$ cat config.mk
export PLATFORM = sky130hd
export DESIGN_NAME = demux32_buf
export DESIGN_NICKNAME = d
export VERILOG_FILES = /design/src/rtl/demux32_buf_pkg.sv /design/src/rtl/demux32_buf_out_slot.sv /design/src/rtl/demux32_buf.sv
export SDC_FILE = /design/constraint.sdc
export NUM_CORES = 1
export LEC_CHECK = 0
export BUFFER_PORTS_ARGS = -buffer_cell sky130_fd_sc_hd__buf_2
export CORE_MARGIN = 2
export CORE_UTILIZATION = 35
export DETAILED_ROUTE_END_ITERATION = 16
export GPL_TIMING_DRIVEN = 1
export PLACE_DENSITY = 0.71
export SLEW_MARGIN = 20
export SYNTH_ARGS = -nofsm -noshare
export SYNTH_HDL_FRONTEND = slang
export SYNTH_SLANG_ARGS = --single-unit
$ cat constraint.sdc
create_clock -name clk -period 1.5 [get_ports clk]
set_input_delay 0.075 -clock clk [delete_from_list [all_inputs] [get_ports clk]]
set_output_delay 0.075 -clock clk [all_outputs]
set_load 0.005 [all_outputs]
$ cat src/rtl/demux32_buf_pkg.sv
// Shared definitions for the two-port word demultiplexer.
package demux32_buf_pkg;

    // Default data word width and per-port delivered-word counter width.
    localparam int DEF_WIDTH     = 32;
    localparam int DEF_CNT_WIDTH = 16;

    // Destination encoding carried on in_sel.
    localparam logic SEL_PORT1 = 1'b0;
    localparam logic SEL_PORT2 = 1'b1;

endpackage

$ cat src/rtl/demux32_buf_out_slot.sv
// One output port: single-entry holding slot plus a delivered-word counter.
module out_slot
    import demux32_buf_pkg::*;
#(
    parameter int WIDTH     = DEF_WIDTH,
    parameter int CNT_WIDTH = DEF_CNT_WIDTH
) (
    input  logic                 clk,
    input  logic                 reset,
    input  logic                 load_i,
    input  logic [WIDTH-1:0]     load_data_i,
    input  logic                 ready_i,
    output logic                 valid_o,
    output logic [WIDTH-1:0]     data_o,
    output logic [CNT_WIDTH-1:0] count_o
);

    logic                 valid_q, valid_d;
    logic [WIDTH-1:0]     data_q, data_d;
    logic [CNT_WIDTH-1:0] count_q, count_d;
    logic                 out_hs;

    assign out_hs = valid_q && ready_i;

    // Next-state: a load wins over a drain, so a same-cycle drain and load
    // keeps the slot full with the new word; the counter wraps naturally.
    always_comb begin
        valid_d = valid_q;
        data_d  = data_q;
        count_d = count_q;
        if (load_i) begin
            valid_d = 1'b1;
            data_d  = load_data_i;
        end else if (out_hs) begin
            valid_d = 1'b0;
        end
        if (out_hs) begin
            count_d = count_q + 1'b1;
        end
    end

    // Slot and counter registers; reset discards any held word and
    // suppresses any handshake on the same edge.
    always_ff @(posedge clk) begin
        if (reset) begin
            valid_q <= 1'b0;
            data_q  <= '0;
            count_q <= '0;
        end else begin
            valid_q <= valid_d;
            data_q  <= data_d;
            count_q <= count_d;
        end
    end

    assign valid_o = valid_q;
    assign data_o  = data_q;
    assign count_o = count_q;

endmodule

$ cat src/rtl/demux32_buf.sv
// Routes one input word stream to one of two buffered output ports.
module demux32_buf
    import demux32_buf_pkg::*;
#(
    parameter int WIDTH     = DEF_WIDTH,
    parameter int CNT_WIDTH = DEF_CNT_WIDTH
) (
    input  logic                 clk,
    input  logic                 reset,
    input  logic [WIDTH-1:0]     in_data,
    input  logic                 in_valid,
    input  logic                 in_sel,
    output logic                 in_ready,
    output logic [WIDTH-1:0]     out1_data,
    output logic                 out1_valid,
    input  logic                 out1_ready,
    output logic [WIDTH-1:0]     out2_data,
    output logic                 out2_valid,
    input  logic                 out2_ready,
    output logic [CNT_WIDTH-1:0] out1_count,
    output logic [CNT_WIDTH-1:0] out2_count
);

    logic accept;
    logic load1, load2;

    // Ready reflects only the selected slot: it can take a word if it is
    // empty or is being drained this cycle. Never dependent on in_valid.
    always_comb begin
        in_ready = 1'b0;
        if (!reset) begin
            if (in_sel == SEL_PORT2) in_ready = !out2_valid || out2_ready;
            else                     in_ready = !out1_valid || out1_ready;
        end
    end

    // Load-enable decode: only the selected slot sees the accepted word.
    always_comb begin
        accept = in_valid && in_ready;
        load1  = accept && (in_sel == SEL_PORT1);
        load2  = accept && (in_sel == SEL_PORT2);
    end

    out_slot #(.WIDTH(WIDTH), .CNT_WIDTH(CNT_WIDTH)) u_slot1 (
        .clk         (clk),
        .reset       (reset),
        .load_i      (load1),
        .load_data_i (in_data),
        .ready_i     (out1_ready),
        .valid_o     (out1_valid),
        .data_o      (out1_data),
        .count_o     (out1_count)
    );

    out_slot #(.WIDTH(WIDTH), .CNT_WIDTH(CNT_WIDTH)) u_slot2 (
        .clk         (clk),
        .reset       (reset),
        .load_i      (load2),
        .load_data_i (in_data),
        .ready_i     (out2_ready),
        .valid_o     (out2_valid),
        .data_o      (out2_data),
        .count_o     (out2_count)
    );

endmodule
==> results.cfg <==
[synthesis]
ys.flop_type = dfxtp_1
async_reset_ff_share_pct = 0
synth_edf_count = 0
syn_nets = 505
synth_warnings = 0
syn_avg_cell_area_um2 = 7.98
yosysMostFrequentCell = nand2_1
seq_area_frac_synth_pct = 52.9
synth_cell_type_count = 26
synth_largest_area_cell = dfxtp_1
synthTopCellsByArea = dfxtp_1, nand2_1, a21oi_1
netlist_instances = 465
synth_top_area_share_pct = 52.9
ys_ff_latch = 98
syn_area_um2 = 3710
synth_common_cells = nand2_1, dfxtp_1, a21oi_1

[critical_path]
endpoint_kind = flop
path_class = reg2reg
r2r-end = u_slot1.count_o[15]
start_kind = flop
r2r_cells = 4
cp.required_ns = 1.79
critPathMaxFanout = 6
cp.arrival_ns = 1.84
r2r_slack_ns = -0.05
rr_startpoint = u_slot1.count_o[7]

[drt]
dr_total_vias = 3892
firstDrtPassIters = 4
drt-initial-drc-count = 236
route.detailed.drc = 0
wl_um = 10600
drtAntennaViolNets = 0
wl_per_cell_um = 13.2
vias_per_cell = 4.86

[global_routing]
grt_max_degree = 80
grt_pass1_wl_um = 16600
overflow = 0
antenna_found_initial = 0
grt_usage_pct = 18.3
grt_pass1_vias = 3608

[min_path]
hold_start = out1_ready
worstHoldPathCells = 3
hold_path_end = u_slot1.count_o[1]
hold_path_class = in2reg

[layout]
layout-drive-gt1-share_pct = 34.0
final_util_pct = 52.4
fin_cells = 801
antenna_cells = 0
area_delta_synth_final_pct = 45.9
fin_nets = 700

[clock_tree]
root_buffer = clkbuf_8
clk_pin_slew_ns = 0.09
cts_buffers = 9
clk_path_buf_depth = 2
cts_tree = built
clock_sinks = 98
clock_latency_ns = 0.36
htree_levels = 3

[power_and_ir_drop]
swShare_pct = 24.6
combinationalPowerShare_pct = 8.8
switching_power_mw = 1.16
pwr-share-clk_pct = 34.4
power_leakage_nw = 2.31
power_frac_seq_pct = 56.9
intPower_mw = 3.56
finalPower_mw = 4.72
p_per_area_nw_per_um2 = 873
ir_drop_mv = 0.389

[die]
dieArea_um2 = 11400
dieWidth_um = 107
initial_core_util_pct = 35.9
rows = 37
die_h_um = 107
coreArea_um2 = 10300
num_io_pins = 137

[sta]
rsz0062_at_grt = yes
fin_ws_ns = -0.0530
setup_tns_ns = -0.141
min_period_ns = 1.55
timing_hold_violations_final = 0
worst_slew_margin_rel_pct = 43.7
setup-violations-final = 4
finalMaxSlewViolations = 0
worst_slew_pin_slew_ns = 0.845
clock.fmax_ghz = 0.644
fin_crit_sh_pct = 104
finClkSkew_ns = 0.00929

[place]
port_buffers = 136
dp_slack_ns = -0.0674
dp_hpwl_um = 7340
place_inst = 751
gp_congestion = 0.873

[status]
violations = setup timing
status = finished with violations

[flow_run]
maxCapViolCount = 0
cell families after synthesis:
group                      Yosys count  synth area share, %
and+or+nand+nor                    222                 26.4
DFF                                 98                 52.9
AOI/OAI and AO/OA                   93                 12.7
xor gates and xnor gates            17                 4.01
adders and majority gates            2                0.675
buffers and inverters               33                 3.34
critical path: stages, from the launching register on:
cell     delay, ns
dfxtp_2       0.37
nand4_1       0.08
or4_4         0.58
or3_4         0.35
a21oi_2       0.11
worst max-delay path by stage:
stage	from	end	slack (ns)
floorplan	u_slot1.count_o[4]	u_slot1.count_o[14]	-0.004
global placement	u_slot1.count_o[10]	u_slot1.count_o[15]	-0.02
detailed placement	u_slot1.count_o[10]	u_slot1.count_o[15]	-0.07
CTS	u_slot1.count_o[7]	u_slot1.count_o[15]	-0.04
global route	u_slot1.count_o[7]	u_slot1.count_o[13]	-0.12
finish	u_slot1.count_o[7]	u_slot1.count_o[15]	-0.05
power groups by stage:
stage | logic, mW | registers, mW | clock network [mW]
after global routing | 0.458 | 2.69 | 1.77
final | 0.415 | 2.69 | 1.62
after global placement | 0.341 | 2.75 | 0
after detailed placement | 0.347 | 2.75 | 0
after floorplan | 0.145 | 2.76 | 0
after CTS | 0.414 | 2.69 | 1.69
cells in the final DEF (no fill, tap or decap), types with 4 or more instances in the layout:
cell	n
dlygate4sd3_1	32
nand4_1	11
clkbuf_8	9
o21ai_0	10
inv_1	6
a21oi_1	79
nor4_1	4
dfxtp_1	81
buf_4	41
buf_2	135
xnor2_1	7
nor3_1	4
or3_1	9
nand2_1	140
nor2_1	22
dfxtp_2	14
nand3_1	10
xor2_1	10
final cells by class:
class	instances	area (um2)
multi-input combinational	334	1680
inverter	6	22.5
clock inverter	5	37.5
clock buffer	11	153
timing repair buffer	211	1360
sequential	98	1990
fill	940	4910
tap	136	170
flip-flops by register name, indices dropped and copies added (netlist names):
name / cells
u_slot1.data_o: 32
u_slot2.valid_o: 1
u_slot1.count_o: 16
u_slot2.data_o: 32
u_slot1.valid_o: 1
u_slot2.count_o: 16
stage by stage:
step / cell area (um2) / hold slack, ns
2_1_floorplan: 3750 / 0.211
4_1_cts: 5370 / 0.00430
3_3_place_gp: 4840 / 0.327
3_5_place_dp: 4840 / 0.333
5_1_grt: 5410 / 0.0317
6_report: 5410 / 0.0305
repair_timing:
item,in CTS,in global routing
endpoints found under the setup margin,5,10
pin swaps,6,5
resized for setup,1,10
setup buffers,2,0
hold buffers,32,0
hold endpoints to repair,64,0
cloned,0,0
routing by layer:
metal  track usage, %  share of wire (%)  up-vias
met4             9.83                3.6        0
met5                0                  0        -
li1                 -                  -     1935
met3             2.92                4.5       25
met2             30.8                 47      108
met1             22.4                 45     1824
Note: power is estimated with default switching activity, not from simulation.
